<file path="src/rtl/controller_pkg.sv">
// Shared types and constants for the serial controller responder.
package controller_pkg;

  typedef enum logic [1:0] {
    StIdle,
    StLoad,
    StShift,
    StDrained
  } state_e;

  // Bit positions within the button vector; bit 0 goes out on the wire first.
  localparam int unsigned BtnA      = 0;
  localparam int unsigned BtnB      = 1;
  localparam int unsigned BtnSelect = 2;
  localparam int unsigned BtnStart  = 3;
  localparam int unsigned BtnUp     = 4;
  localparam int unsigned BtnDown   = 5;
  localparam int unsigned BtnLeft   = 6;
  localparam int unsigned BtnRight  = 7;

  localparam int unsigned NumButtonsDefault = 8;

endpackage

</file>
<file path="src/rtl/sync_edge_m.sv">
// Multi-flop synchronizer for an asynchronous pin, followed by rise/fall pulse detection.
module sync_edge_m #(
  parameter int unsigned SyncStages = 2
) (
  input  logic clk_i,
  input  logic rst_ni,
  input  logic d_i,
  output logic rise_o,
  output logic fall_o
);

  logic [SyncStages-1:0] sync_q, sync_d;
  logic                  prev_q, prev_d;
  logic                  level;

  assign level = sync_q[SyncStages-1];

  always_comb begin
    sync_d = {sync_q[SyncStages-2:0], d_i};
    prev_d = level;
  end

  always_ff @(posedge clk_i or negedge rst_ni) begin
    if (!rst_ni) begin
      sync_q <= '0;
      prev_q <= 1'b0;
    end else begin
      sync_q <= sync_d;
      prev_q <= prev_d;
    end
  end

  assign rise_o = level & ~prev_q;
  assign fall_o = ~level & prev_q;

endmodule

</file>
<file path="src/rtl/controller_responder_m.sv">
// Device end of the latch/clock/serial-data controller protocol (8-bit PISO, active-low data).
// Optional autofire: define CONTROLLER_RESPONDER_TURBO_EN.
module controller_responder_m
  import controller_pkg::*;
#(
  parameter int unsigned NumButtons  = NumButtonsDefault,
  parameter int unsigned SyncStages  = 2,
  parameter bit          FillLevel   = 1'b1,
  parameter int unsigned TurboPeriod = 4,
  localparam int unsigned CntW       = $clog2(NumButtons + 1)
) (
  input  logic                  clk,
  input  logic                  rst_B,
  input  logic [NumButtons-1:0] buttons,
  input  logic [NumButtons-1:0] turbo_mask,
  input  logic                  latch,
  input  logic                  ctrl_clk,
  output logic                  data_out_B,
  output logic                  frame_strobe,
  output logic [CntW-1:0]       bit_count,
  output logic                  overrun
);

  logic latch_rise, latch_fall, ctrl_rise, unused_ctrl_fall;

  sync_edge_m #(.SyncStages(SyncStages)) u_sync_latch (
    .clk_i  (clk),
    .rst_ni (rst_B),
    .d_i    (latch),
    .rise_o (latch_rise),
    .fall_o (latch_fall)
  );

  sync_edge_m #(.SyncStages(SyncStages)) u_sync_ctrl_clk (
    .clk_i  (clk),
    .rst_ni (rst_B),
    .d_i    (ctrl_clk),
    .rise_o (ctrl_rise),
    .fall_o (unused_ctrl_fall)
  );

  logic [NumButtons-1:0] eff_buttons;

`ifdef CONTROLLER_RESPONDER_TURBO_EN
  localparam int unsigned TcW = $clog2(TurboPeriod + 1);
  logic [TcW-1:0] turbo_cnt_q, turbo_cnt_d;
  logic           turbo_phase_q, turbo_phase_d;

  // Phase flips on the first latch after TurboPeriod latches, so each phase spans whole frames.
  always_comb begin
    turbo_cnt_d   = turbo_cnt_q;
    turbo_phase_d = turbo_phase_q;
    if (latch_rise) begin
      if (turbo_cnt_q == TcW'(TurboPeriod)) begin
        turbo_cnt_d   = TcW'(1);
        turbo_phase_d = ~turbo_phase_q;
      end else begin
        turbo_cnt_d = turbo_cnt_q + TcW'(1);
      end
    end
  end

  always_ff @(posedge clk or negedge rst_B) begin
    if (!rst_B) begin
      turbo_cnt_q   <= '0;
      turbo_phase_q <= 1'b0;
    end else begin
      turbo_cnt_q   <= turbo_cnt_d;
      turbo_phase_q <= turbo_phase_d;
    end
  end

  assign eff_buttons = buttons & ~(turbo_mask & {NumButtons{turbo_phase_d}});
`else
  logic unused_turbo;
  assign unused_turbo = (^turbo_mask) ^ (TurboPeriod != 0);
  assign eff_buttons  = buttons;
`endif

  state_e                state_q, state_d;
  logic [NumButtons-1:0] snapshot_q, snapshot_d;
  logic                  data_out_q, data_out_d;
  logic [CntW-1:0]       bit_count_q, bit_count_d;
  logic                  frame_strobe_q, frame_strobe_d;
  logic                  overrun_q, overrun_d;

  always_comb begin
    state_d        = state_q;
    snapshot_d     = snapshot_q;
    data_out_d     = data_out_q;
    bit_count_d    = bit_count_q;
    overrun_d      = overrun_q;
    frame_strobe_d = 1'b0;
    // A latch rise pre-empts any ctrl_clk edge seen in the same cycle.
    if (latch_rise) begin
      state_d     = StLoad;
      snapshot_d  = eff_buttons;
      data_out_d  = ~eff_buttons[0];
      bit_count_d = '0;
      overrun_d   = 1'b0;
    end else begin
      unique case (state_q)
        StIdle: data_out_d = 1'b1;
        StLoad: begin
          snapshot_d = eff_buttons;
          data_out_d = ~eff_buttons[0];
          if (latch_fall) begin
            state_d        = StShift;
            frame_strobe_d = 1'b1;
          end
        end
        StShift: begin
          if (ctrl_rise) begin
            snapshot_d  = {FillLevel, snapshot_q[NumButtons-1:1]};
            bit_count_d = bit_count_q + CntW'(1);
            data_out_d  = ~snapshot_d[0];
            if (bit_count_d == CntW'(NumButtons)) state_d = StDrained;
          end
        end
        StDrained: begin
          data_out_d = ~FillLevel;
          if (ctrl_rise) overrun_d = 1'b1;
        end
        default: state_d = StIdle;
      endcase
    end
  end

  always_ff @(posedge clk or negedge rst_B) begin
    if (!rst_B) begin
      state_q        <= StIdle;
      snapshot_q     <= '0;
      data_out_q     <= 1'b1;
      bit_count_q    <= '0;
      frame_strobe_q <= 1'b0;
      overrun_q      <= 1'b0;
    end else begin
      state_q        <= state_d;
      snapshot_q     <= snapshot_d;
      data_out_q     <= data_out_d;
      bit_count_q    <= bit_count_d;
      frame_strobe_q <= frame_strobe_d;
      overrun_q      <= overrun_d;
    end
  end

  assign data_out_B   = data_out_q;
  assign frame_strobe = frame_strobe_q;
  assign bit_count    = bit_count_q;
  assign overrun      = overrun_q;

endmodule

</file>
<file path="config.mk">
export PLATFORM = sky130hd
export DESIGN_NAME = controller_responder_m
export DESIGN_NICKNAME = d
export VERILOG_FILES = /design/src/rtl/controller_pkg.sv /design/src/rtl/sync_edge_m.sv /design/src/rtl/controller_responder_m.sv
export SDC_FILE = /design/constraint.sdc
export NUM_CORES = 1
export LEC_CHECK = 0
export CORE_AREA = 8 8 63 65
export CTS_CLUSTER_SIZE = 24
export DETAILED_ROUTE_END_ITERATION = 7
export DIE_AREA = 0 0 71 73
export DONT_BUFFER_PORTS = 1
export PLACE_DENSITY = 0.55
export SLEW_MARGIN = 30
export SYNTH_ARGS = -nofsm -noshare
export SYNTH_HDL_FRONTEND = slang
export SYNTH_SLANG_ARGS = --single-unit
export TNS_END_PERCENT = 100
</file>
<file path="constraint.sdc">
create_clock -name clk -period 1.74 [get_ports clk]
set_input_delay 0.261 -clock clk [delete_from_list [all_inputs] [get_ports clk]]
set_output_delay 0.261 -clock clk [all_outputs]
set_load 0.1 [all_outputs]
</file>
-- Word-level counts from Yosys, hierarchy flattened
Index checks and enable logic that the tools add are counted.
- $add $sub $neg: 1
- eq/ne operators: 7
- mux-type cells: 20
- bitwise logic cells: 8
- reduce and logical (&&, ||, !) cells: 9
- operators with widths (operator ; number):
    $mux W8 ; 2
    $pmux W8 S2 ; 1
    $mux W4 ; 3
    $ne A3 B3 Y1 const B ; 3
    $mux W1 ; 8
    $mux W2 ; 4
    $reduce_and A2 Y1 ; 3
    $reduce_bool A2 Y1 ; 3
    $not A1 Y1 ; 5
    $add A4 B1 Y4 const B ; 1
    $eq A2 B2 Y1 const B ; 2
    $eq A4 B4 Y1 const B ; 1
    $pmux W1 S4 ; 1
    $pmux W2 S2 ; 1
    $reduce_and A4 Y1 ; 1
    $and A1 B1 Y1 ; 3
    $reduce_bool A3 Y1 ; 1
    $eq A2 B1 Y1 const B ; 1
    $logic_not A2 Y1 ; 1
- flip-flop bits (word level): 23
- bits of input ports: 20
- output and inout bits: 7
- logic and storage cells: 55

-- Longest topological paths before layout
- depth in word-level cells: 6
- gate-level depth with buffers: 7
- gate-level depth less buffers: 5

-- By module
A second synthesis with hierarchy kept.
- cell total of the unflattened synthesis: 96
- area total of the unflattened synthesis: 1004.7 µm²
- by module, submodules not included (module ; instances ; cells each ; area an instance (µm²) ; seq. area each (µm²)):
    controller_responder_m ; 1 ; 86 ; 824.5 ; 401.6
    sync_edge_m ; 2 ; 5 ; 90.1 ; 75.1

-- Worst setup path after synthesis
OpenSTA, ideal clock, no wires.
- path kind: reg2reg
- start point: reg bit_count_q[0], in the netlist bit_count[0]
- end point: reg bit_count_q[2], in the netlist bit_count[2]
- setup time: 77 ps
- data arrival time: 1780 ps
- required time: 1663 ps
- slack: -117 ps
- cell stages (with the launch flop): 5
- buffers on the path: 0
- period minus slack after synthesis: 1857 ps
- cell sequence: dfrtp_1 -> ha_1 -> inv_1 -> or3_1 -> a21oi_1
- cells in the longest elaborated chain, start to end: 4
- RTL lines (item ; line ; source):
    start: declaration ; controller_responder_m.sv:83 ; logic [CntW-1:0] bit_count_q, bit_count_d;
    start signal: assignment ; controller_responder_m.sv:141 ; bit_count_q <= bit_count_d;
    $add A4 B1 Y4 ; controller_responder_m.sv:115 ; bit_count_d = bit_count_q + CntW'(1);
    $mux W4 ; controller_responder_m.sv:113 ; if (ctrl_rise) begin
    $mux W4 ; controller_responder_m.sv:102 ; unique case (state_q)
    $mux W4 ; controller_responder_m.sv:95 ; if (latch_rise) begin
Every way passes these cells. The select of a mux whose other input is x is not followed.
A chain may end at the register's enable or synchronous reset.

-- Worst setup path after layout
- start point: reg u_sync_latch.sync_q[1]
- end point: reg snapshot_q[6]
- cells in the longest elaborated chain, start to end: 3
- elaborated cells on any way between the ends: 5
- classes of those cells: eq/ne (1); mux (1); bitwise (1); reduce/logical (2)
- RTL lines (item ; line ; source):
    start: declaration ; sync_edge_m.sv:12 ; logic [SyncStages-1:0] sync_q, sync_d;
    start signal: assignment ; sync_edge_m.sv:28 ; sync_q <= sync_d;
    $and A1 B1 Y1 * ; sync_edge_m.sv:33 ; assign rise_o = level & ~prev_q;
    $ne A3 B3 Y1 (no source line) or $reduce_bool A3 Y1 (tied branches) ; n/a ;
    $reduce_and A2 Y1 (no source line) ; n/a ;
    end signal: assignment ; controller_responder_m.sv:139 ; snapshot_q <= snapshot_d;
    end: declaration ; controller_responder_m.sv:81 ; logic [NumButtons-1:0] snapshot_q, snapshot_d;
Every way passes the cells marked *; elsewhere a longest branch is shown, timed or not.

==> results.md <==
- First-pass GRT wire length: 3.30 mm
- Routed via count: 713
- Synth top area share: 52.2%
- Layout fillers: 300
- Cell variety after synth: 30
- Core box area: 2950 µm²
- Max stage delay on crit path: 0.42 ns
- Primary FF master, synth: dfrtp_1
- Antenna diode count: 0
- Cell Area, Synth: 1010 µm²
- # clock sinks: 22
- Final Hold Fails: 0
- Register area share after synthesis: 54.8%
- Io pins: 27
- Die W: 71 µm
- DRT antenna net count: 0
- Reg2Reg Setup Slack: 0.06 ns
- Worst Max-Slew Pin Slew: 0.518 ns
- GRT Overall Usage: 8.25%
- Total gr overflow: 0
- Hold path start: buttons[7]
- Mapped Cells: 92
- Slew margin rel.: 65.5%
- Leakage power: 0.510 nW
- RSZ-0062 raised after global routing: no
- Synth Register Bits: 22
- Row Count: 20
- Largest net degree at the start of global routing: 23
- Peak supply drop: 0.411 mV
- Worst Path Buf+Inv: 0
- EDFF count, synth: 0
- Die area: 5180 µm²
- Top fanout value on the critical path: 3
- DRT iter0 DRCs: 24
- Clock slew seen by the registers of the worst setup and hold paths: 0.13 ns
- Remaining DRCs: 0
- Arr. time, crit path: 1.90 ns
- Critical path class: reg2reg
- Cell taking the most area after synthesis: dfrtp_1
- Syn-to-layout area delta: 14.4%
- Largest delay share family, worst path: simple AND/OR/NAND/NOR gates
- Drt first pass iters: 4
- Final Net Count: 128
- Outcome: finished, final reports clean
- Root Driver: clkbuf_4
- Chip Height: 73 µm
- Max-cap violations: 0
- Port bufs: 0
- Stages on the worst setup path: 4
- Final Critical Period: 1.68 ns
- Power density over the cells: 1120 nW/µm²
- Fraction of layout cells with a size suffix above 1: 18.3%
- Worst hold path cell count: 1
- H-tree Lvls: 1
- CP dominant cell by count: or3b_4
- Leading cell types in the layout, fill and taps excluded: dfrtp_1 (19), nor2_1 (9), buf_4 (9)
- Vias in the first global route: 692
- Reg2reg start: u_sync_latch.sync_q[1]
- CTS Buffer Depth: 2
- Critical Path Source Type: flop
- Drt wl/cell: 14.5 µm
- Post-CTS setup buffer count: 0
- Fraction of synthesis flops using an asynchronous set or reset pin: 100%
- R2R depth: 4
- Drt via density: 5.20
- HP Class: in2reg
- Hold-critical path endpoint: snapshot_q[7]
- WP data required: 1.96 ns
- Critical path, cell by cell: ha_1, or3b_4, or3b_4, o211a_1
- Syn avg cell area: 10.9 µm²
- Final Setup Violations: 0
- GPL Wtd Cong: 0.731
- Clk_lat worst skew: 0.32 ns
- Final period util: 96.6%
- Post-DP HPWL: 1.37 mm
- CTS buffer count: 3
- Starting Density: 34.1%
- Synth top area cells: dfrtp_1 (52%), o211a_1 (6.0%), ha_1 (3.7%), nor2_1 (3.4%), nand3_1 (3.0%)
- Yosys warning total: 0
- Most common cell after layout, fill and taps aside: dfrtp_1
- Critical path's slowest cell: dfrtp_1
- Initial antenna violation count: 0
- Reg-to-reg critical path endpoint: snapshot_q[6]
- Syn_nets: 115
- Max Slew Vio Count: 0
- Peak Freq: 595 MHz
- Worst Skew: 0.00567 ns
- Fin util: 39.0%
- CTS tree: done
- Capturing element type of the critical path: flop
- Total routed wirelength: 1.99 mm
- Setup TNS: 0 ns
cell type report:
cell class              instances  area (µm²)  share of cell area (%)
inverters                       4        15.0                    1.30
repair buffers                 13         103                    8.90
well taps                      33        41.3                    3.58
clock buffers                   4        26.3                    2.28
flip-flops and latches         22         554                    48.1
multi-input cells              61         413                    35.8
worst register-to-register path: stages (launching register included):
cell,delay (ns)
dfrtp_1,0.42
ha_1,0.21
or3b_4,0.41
or3b_4,0.41
o211a_1,0.13
layer usage:
layer	up-vias	wire (µm)	global-route usage [%]
met4	0	36	4.85
met3	6	99	3.16
met5	-	0	0
met2	14	869	11.7
met1	345	984	10.3
li1	348	-	-
stage by stage:
stage	setup slack, ns	instances	cell area (µm²)	power (mW)	hold slack [ns]
floorplan	0.0920	92	1010	0.969	-0.0346
global placement	0.0634	129	1090	1.02	-0.0338
detailed placement	0.0643	129	1090	1.03	-0.0336
CTS	0.0311	136	1140	1.29	0.0710
global route	0.00128	137	1150	1.36	0.0643
finish	0.0595	137	1150	1.29	0.0698
cell usage after synthesis (all sizes together) (2+ instances only):
| cell type | instances |
|---|---|
| dfrtp | 21 |
| nor2 | 9 |
| nand2 | 7 |
| nand3 | 6 |
| o211a | 6 |
| a21oi | 4 |
| buf | 4 |
| inv | 4 |
| ha | 3 |
| o21ai | 3 |
| or3 | 3 |
| or4 | 3 |
| nor2b | 2 |
| o21a | 2 |
| or3b | 2 |
sequential cells by signal, summed over array words and instances (netlist names), 2 cells and up:
name                    cells
bit_count                   4
snapshot_q                  7
state_q                     2
u_sync_ctrl_clk.sync_q      2
u_sync_latch.sync_q         2
timing repair:
action / 4_1_cts / 5_1_grt
setup endpoints to repair: 0 / 1
hold buffers: 3 / 1
gates resized for setup: 0 / 2
hold endpoints to repair: 24 / 21
worst max-delay path by stage:
stage                      startpoint       endpoint  slack [ns]
4_1_cts           u_sync_latch.prev_q  snapshot_q[6]        0.03
2_1_floorplan            bit_count[2]   bit_count[3]        0.09
3_5_place_dp   u_sync_latch.sync_q[1]  snapshot_q[6]        0.06
3_3_place_gp   u_sync_latch.sync_q[1]  snapshot_q[6]        0.06
5_1_grt           u_sync_latch.prev_q  snapshot_q[6]       0.001
6_report       u_sync_latch.sync_q[1]  snapshot_q[6]        0.06
cells by family after synthesis:
kind of cell               share of synthesized area, %
adders and majority gates                          3.73
DFF                                                54.8
and+or+nand+nor                                    20.9
buffers and inverters                              4.72
xor gates and xnor gates                           1.74
AOI/OAI and AO/OA                                  14.2
power breakdown:
part | internal [mW] | switching (mW) | total (mW)
Sequential | 0.599 | 0.111 | 0.711
Clock | 0.0898 | 0.165 | 0.255
Combinational | 0.130 | 0.194 | 0.324
Power figures use the tool's default switching activity.
